$ cat src/rtl/rep3_serial_tx.sv
// rep3_serial_tx: serial transmitter sending each data bit as three identical beats with start/last frame markers
module rep3_serial_tx #(
  parameter int WIDTH = 8,
  parameter bit MSB_FIRST = 1'b1
) (
  input  logic             clk,
  input  logic             rst,
  input  logic             in_valid,
  output logic             in_ready,
  input  logic [WIDTH-1:0] in_data,
  input  logic             tx_ready,
  output logic             tx_valid,
  output logic             tx_bit,
  output logic             tx_start,
  output logic             tx_last,
  output logic             busy
);
  localparam int BW = $clog2(WIDTH);
  localparam logic [BW-1:0] LAST_IDX = BW'(WIDTH - 1);
  typedef enum logic {IDLE, SEND} state_t;
  state_t state;
  logic [WIDTH-1:0] sh, sh_n;
  logic [BW-1:0] idx, idx_n;
  logic [1:0] rep, rep_n;
  logic adv, load, wrap;
  assign wrap = rep == 2'd2;
  always_comb begin
    rep_n = wrap ? 2'd0 : rep + 2'd1;
    idx_n = wrap ? idx + 1'b1 : idx;
    sh_n = wrap ? (MSB_FIRST ? sh << 1 : sh >> 1) : sh;
  end
  assign in_ready = !rst && (state == IDLE || (state == SEND && tx_last && tx_ready));
  assign adv = tx_valid && tx_ready;
  assign load = in_valid && in_ready;
  assign busy = tx_valid;
  always_ff @(posedge clk) begin
    if (rst) begin
      state <= IDLE;
      sh <= '0;
      idx <= '0;
      rep <= '0;
      tx_valid <= 1'b0;
      tx_bit <= 1'b0;
      tx_start <= 1'b0;
      tx_last <= 1'b0;
    end else if (load) begin
      state <= SEND;
      sh <= in_data;
      idx <= '0;
      rep <= '0;
      tx_valid <= 1'b1;
      tx_bit <= MSB_FIRST ? in_data[WIDTH-1] : in_data[0];
      tx_start <= 1'b1;
      tx_last <= 1'b0;
    end else if (adv && tx_last) begin
      state <= IDLE;
      sh <= '0;
      idx <= '0;
      rep <= '0;
      tx_valid <= 1'b0;
      tx_bit <= 1'b0;
      tx_start <= 1'b0;
      tx_last <= 1'b0;
    end else if (adv) begin
      sh <= sh_n;
      idx <= idx_n;
      rep <= rep_n;
      tx_bit <= MSB_FIRST ? sh_n[WIDTH-1] : sh_n[0];
      tx_start <= 1'b0;
      tx_last <= idx_n == LAST_IDX && rep_n == 2'd2;
    end
  end
endmodule

$ cat config.mk
export PLATFORM = sky130hd
export DESIGN_NAME = rep3_serial_tx
export DESIGN_NICKNAME = d
export VERILOG_FILES = /design/src/rtl/rep3_serial_tx.sv
export SDC_FILE = /design/constraint.sdc
export NUM_CORES = 1
export LEC_CHECK = 0
export ABC_AREA = 1
export BUFFER_PORTS_ARGS = -buffer_cell sky130_fd_sc_hd__buf_2
export CORE_UTILIZATION = 52
export CTS_CLUSTER_SIZE = 40
export DETAILED_ROUTE_END_ITERATION = 7
export PLACE_DENSITY = 0.76
export SLEW_MARGIN = 5
export SYNTH_ARGS = -nofsm -noshare
export SYNTH_HDL_FRONTEND = slang
export SYNTH_SLANG_ARGS = --single-unit
$ cat constraint.sdc
create_clock -name clk -period 1.6 [get_ports clk]
set_input_delay 0.16 -clock clk [delete_from_list [all_inputs] [get_ports clk]]
set_output_delay 0.16 -clock clk [all_outputs]
set_load 0.02 [all_outputs]
# ---- Word-level counts from Yosys, hierarchy flattened
# Cells that the tools add are included.
# Widths: inputs -> output; s select.
dict set report op_classes {
  add_sub_neg 2
  mul 0
  div_mod_pow 0
  order_cmp 0
  n_eq_ne 3
  n_shift 0
  n_mux 14
  bitwise_logic 1
  reduce_logical 14
}
# operator count
set ops {}
lappend ops {{$mux 8} 4}
lappend ops {{$mux 1} 8}
lappend ops {{$logic_and 1x1->1} 7}
lappend ops {{$reduce_bool 3->1} 2}
lappend ops {{$eq 2x2->1 const B} 2}
lappend ops {{$add 3x1->3 const B} 1}
lappend ops {{$eq 3x3->1 const B} 1}
lappend ops {{$mux 3} 1}
lappend ops {{$reduce_or 3->1} 1}
lappend ops {{$add 2x1->2 const B} 1}
lappend ops {{$mux 2} 1}
lappend ops {{$reduce_and 2->1} 1}
lappend ops {{$reduce_bool 2->1} 1}
lappend ops {{$logic_not 1->1} 1}
lappend ops {{$logic_or 1x1->1} 1}
lappend ops {{$not 1->1} 1}
dict set report totals {
  reg_bits 17
  latch_bits 0
  ramBits 0
  mem_bits_ro 0
  in_bits 12
  output_inout_bits 6
  mem_count 0
}

# ---- Logic depth before layout (Yosys ltp)
dict set report depth {
  ltp_word 7
  ltp_mapped 10
  depth_no_buf 9
}

# ---- Least setup slack after synthesis
# Ideal clock, no wire load.
dict set report synth_path {
  path_type {flip-flop to flip-flop}
  startpoint {register state}
  endpoint {register tx_bit}
  setup_ns 0.070
  arrival_time_ns 1.479
  required_ns 1.530
  path_slack_ns 0.051
  stages_incl_launch_ff 7
  path_buffers 0
  period_less_slack_ns 1.549
  cell_sequence {dfxtp_1 nand3_2 a21oi_2 nand3_1 nand2_1 nand2_1 a21oi_1}
}
dict set report synth_between {
  elab_chain_len 6
  word_cells_on_any_way 11
  cone_classes {2 x mux; 1 x bitwise; 8 x reduce/logical}
}
# element line_no
set synth_rtl {}
lappend synth_rtl {{from (decl)} 21} ;# state_t state;
lappend synth_rtl {{from (signal assigned)} 38} ;# state <= IDLE;
lappend synth_rtl {{from (signal assigned)} 47} ;# state <= SEND;
lappend synth_rtl {{from (signal assigned)} 56} ;# state <= IDLE;
lappend synth_rtl {{$logic_and 1x1->1 (2 in series)} 32} ;# assign in_ready = !rst && (state == IDLE || (state == SEND && tx_last && tx_ready));
lappend synth_rtl {{$logic_or 1x1->1 (*)} 32}
lappend synth_rtl {{$logic_and 1x1->1 (*)} 32}
lappend synth_rtl {{via in_ready} 9} ;# output logic in_ready,
lappend synth_rtl {{$logic_and 1x1->1 (*)} 34} ;# assign load = in_valid && in_ready;
lappend synth_rtl {{$reduce_bool 3->1 (no line) / $mux 1 (equally long branches)} --}
lappend synth_rtl {{to (signal assigned)} 52} ;# tx_bit <= MSB_FIRST ? in_data[WIDTH-1] : in_data[0];
lappend synth_rtl {{to (signal assigned)} 68} ;# tx_bit <= MSB_FIRST ? sh_n[WIDTH-1] : sh_n[0];
lappend synth_rtl {{to (decl)} 13} ;# output logic tx_bit,
# Mark *: on every way through the listed nets, which the timed path passes. The rest lies on a longest branch.
# A chain may end at the register's enable or synchronous reset.

# ---- Worst setup path after layout
dict set report layout_path {
  startpoint {register state}
  endpoint {output port in_ready}
}
dict set report layout_between {
  elab_chain_len 4
  word_cells_on_any_way 5
  cone_classes {1 x bitwise; 4 x reduce/logical}
}
# element line_no
set layout_rtl {}
lappend layout_rtl {{$logic_and 1x1->1 (2 in series)} 32}
lappend layout_rtl {{$logic_or 1x1->1 (*)} 32}
lappend layout_rtl {{$logic_and 1x1->1 (*)} 32}
lappend layout_rtl {{to (decl)} 9}
# Every way passes the cells marked *; elsewhere a longest branch is shown, timed or not.

==> reports/results.tsv <==
stage	metric	value	unit
outcome	outcome	complete, no violations	
setup_path	crit_path_end_kind	output port	
place	port_buffers	17	
floorplan	ios	18	
layout	fillers	150	
sta	setup_viol	0	
sta	worst_hold_slack	0.147	ns
floorplan	core	0.00154	sq mm
synth	ys_ff_latch	16	
sta	tns	0	ns
layout	fin_nets	164	
sta	hold_violations	0	
synth	ys_types	22	
flow_run	maxCapViolCount	0	
place	pre_cts_ws	0.0984	ns
synth	yosys_warnings	0	
grt	grt-ovfl-total	0	
setup_path	critical_path.max_fanout	7	
sta	worst_slew_pin_slew	0.405	ns
synth	synth_nets	144	
sta	period_share	91.2	%
clock_tree	clk_pin_slew_worst_paths	0.08	ns
layout	diodes	0	
floorplan	rows	14	
clock_tree	clock_latency	0.28	ns
sta	report.final.slew_viol_count	0	
floorplan	initial_core_util	56.3	%
place	dp_cells	160	
power_and_ir_drop	p_int	546	uW
power_and_ir_drop	power_density	740	mW/mm^2
synth	synthCells	131	
layout	area_growth	16.4	%
sta	min_period	1.46	ns
floorplan	die_w	42.9	um
floorplan	die-area	0.00184	sq mm
setup_path	required	1.44	ns
clock_tree	root_buffer	clkbuf_4	
synth	synth_seq_area_share	36.9	%
routing	via_count	880	
floorplan	die_y	42.9	um
power_and_ir_drop	swShare	27.1	%
routing	drt_pass1_iterations	6	
clock_tree	cts_buffers	3	
clock_tree	cts_hold_buf	0	
routing	drtAntennaViolNets	0	
sta	max_freq	685	MHz
setup_path	crit_type	register to output port	
worst_hold_path	min_path_type	input pin to register	
setup_path	critPathLaunchType	register	
routing	drc	0	
synth	syn_avg_cell_area	6.63	sq um
grt	grt_pass1_wl	3110	um
clock_tree	cts_tree	yes	
grt	grt_usage	22.2	%
clock_tree	cts.path.max_buffers	2	
power_and_ir_drop	p_seq_share	56.3	%
routing	viasPerCell	5.33	
grt	grt_pass1_vias	763	
power_and_ir_drop	clock_power_share	27.2	%
routing	post_drt_wl_per_cell	10.9	um
power_and_ir_drop	irDropWorstVdd	0.380	mV
grt	grt_max_degree	14	
sta	rsz0062_at_grt	no	
sta	slew_headroom	72.9	%
routing	drt-total-wl	1800	um
grt	antenna_found_initial	0	
routing	initialDrtViolationCount	30	
power_and_ir_drop	leakagePower	0.000517	uW
sta	layout_setup_ws	0.141	ns
place	finalWeightedCongestion	0.844	
power_and_ir_drop	switchingPower	202	uW
sta	fin_skew	0.00349	ns
place	hpwl	1260	um
clock_tree	htreeDepth	1	
clock_tree	cts_sinks	16	
setup_path	arrival	1.30	ns
power_and_ir_drop	p_comb_share	16.5	%
layout	drive_gt1_share	24.2	%
layout	final_cells	165	
synth	syn_area	868	sq um
## placed cells by master, fill, tap and decap left out
master	n
nand2_1	37
buf_2	17
nor2_1	16
dfxtp_1	15
nand3_1	14
inv_1	10
a21oi_1	8
nor3_1	6
nand2_2	4
buf_4	4
clkbuf_4	3
nand3_2	2
o21ai_0	2
a21oi_4	1
inv_2	1
nand3_4	1
o21a_1	1
xor2_1	1
or2_2	1
a211oi_1	1
nand2_4	1
xnor2_1	1
ha_1	1
dfxtp_2	1
## area by class of cell
class,count,area [sq um],area share (%)
timing repair buffer,21,115,11.4
multi-input combinational,98,490,48.5
clock buffer,3,22.5,2.23
tap,16,20.0,1.98
inverter,11,41.3,4.08
sequential,16,322,31.8
## cell usage after synthesis
cell type	number	area, sq um
inv_2	1	3.75
o21ai_0	2	10.0
xor2_1	1	8.76
a211oi_1	1	7.51
o21a_1	1	7.51
a21oi_2	1	8.76
dfxtp_1	16	320
clkbuf_1	2	7.51
nand2_2	5	31.3
xnor2_1	1	8.76
ha_1	1	12.5
nand3_2	3	30.0
nor2_1	16	60.1
a21oi_1	8	40.0
nand2_1	37	139
nor3_1	6	30.0
inv_1	10	37.5
nand3_1	14	70.1
buf_2	2	10.0
or2_2	1	6.26
buf_4	1	7.51
buf_6	1	11.3
## registers in the layout (all words and copies together) (netlist names)
name      count
idx           3
rep           2
sh            7
state         1
tx_bit        1
tx_last       1
tx_start      1
## timing repair
action                     CTS  global route
hold endpoints to repair     0             0
setup buffers                0             2
resized for setup            2             2
pin swaps                    0             1
setup endpoints to repair    1             8
cloned                       0             0
## path summary, 6_finish.rpt
kind / start / to / slack [ns] / depth (start not counted)
worst max register to register: state$_SDFFE_PP0P_ / sh[3]$_SDFFE_PP0P_ / 0.17 / 8
worst max-delay path: state$_SDFFE_PP0P_ / in_ready / 0.14 / 3
worst min-delay path: rst / sh[0]$_SDFFE_PP0P_ / 0.15 / 2
worst min register to register: sh[0]$_SDFFE_PP0P_ / sh[0]$_SDFFE_PP0P_ / 0.46 / 2
## power groups by stage
stage,clock network [uW],logic (uW),registers (uW)
global route,233,138,423
global placement,0,109,429
detailed placement,0,111,430
floorplan,0,70.0,435
CTS,213,113,421
finish,204,123,421
## through the flow
step                utilization, %  power [uW]  cell area (sq um)
finish                        65.6         748               1010
global route                  65.6         793               1010
CTS                           63.8         746                983
detailed placement            61.8         540                952
global placement              61.8         539                952
floorplan                        -         505                868
## layer usage
metal  global-route usage, %  vias up  wire length (um)
li1                        -      454                 -
met1                    28.4      394               837
met2                    34.5       28               823
met3                    7.66        4               111
met4                    7.50        0                24
met5                       0        -                 0
## cells by family (layout without fill, tap and decap cells)
kind of cell / after synthesis / in the layout / synth area share [%]
buffers and inverters: 17 / 35 / 8.93
AND/OR/NAND/NOR: 82 / 82 / 42.2
XOR/XNOR: 2 / 2 / 2.02
adder cells (fa/ha/maj): 1 / 1 / 1.44
AO/OA/AOI/OAI: 13 / 13 / 8.50
flip-flops: 16 / 16 / 36.9
## critical path: stages, from the launching register on
cell and delay, ns:
dfxtp_2 0.41, nand3_2 0.17, a21oi_4 0.24, buf_2 0.20
(Power assumes the default switching activity.)
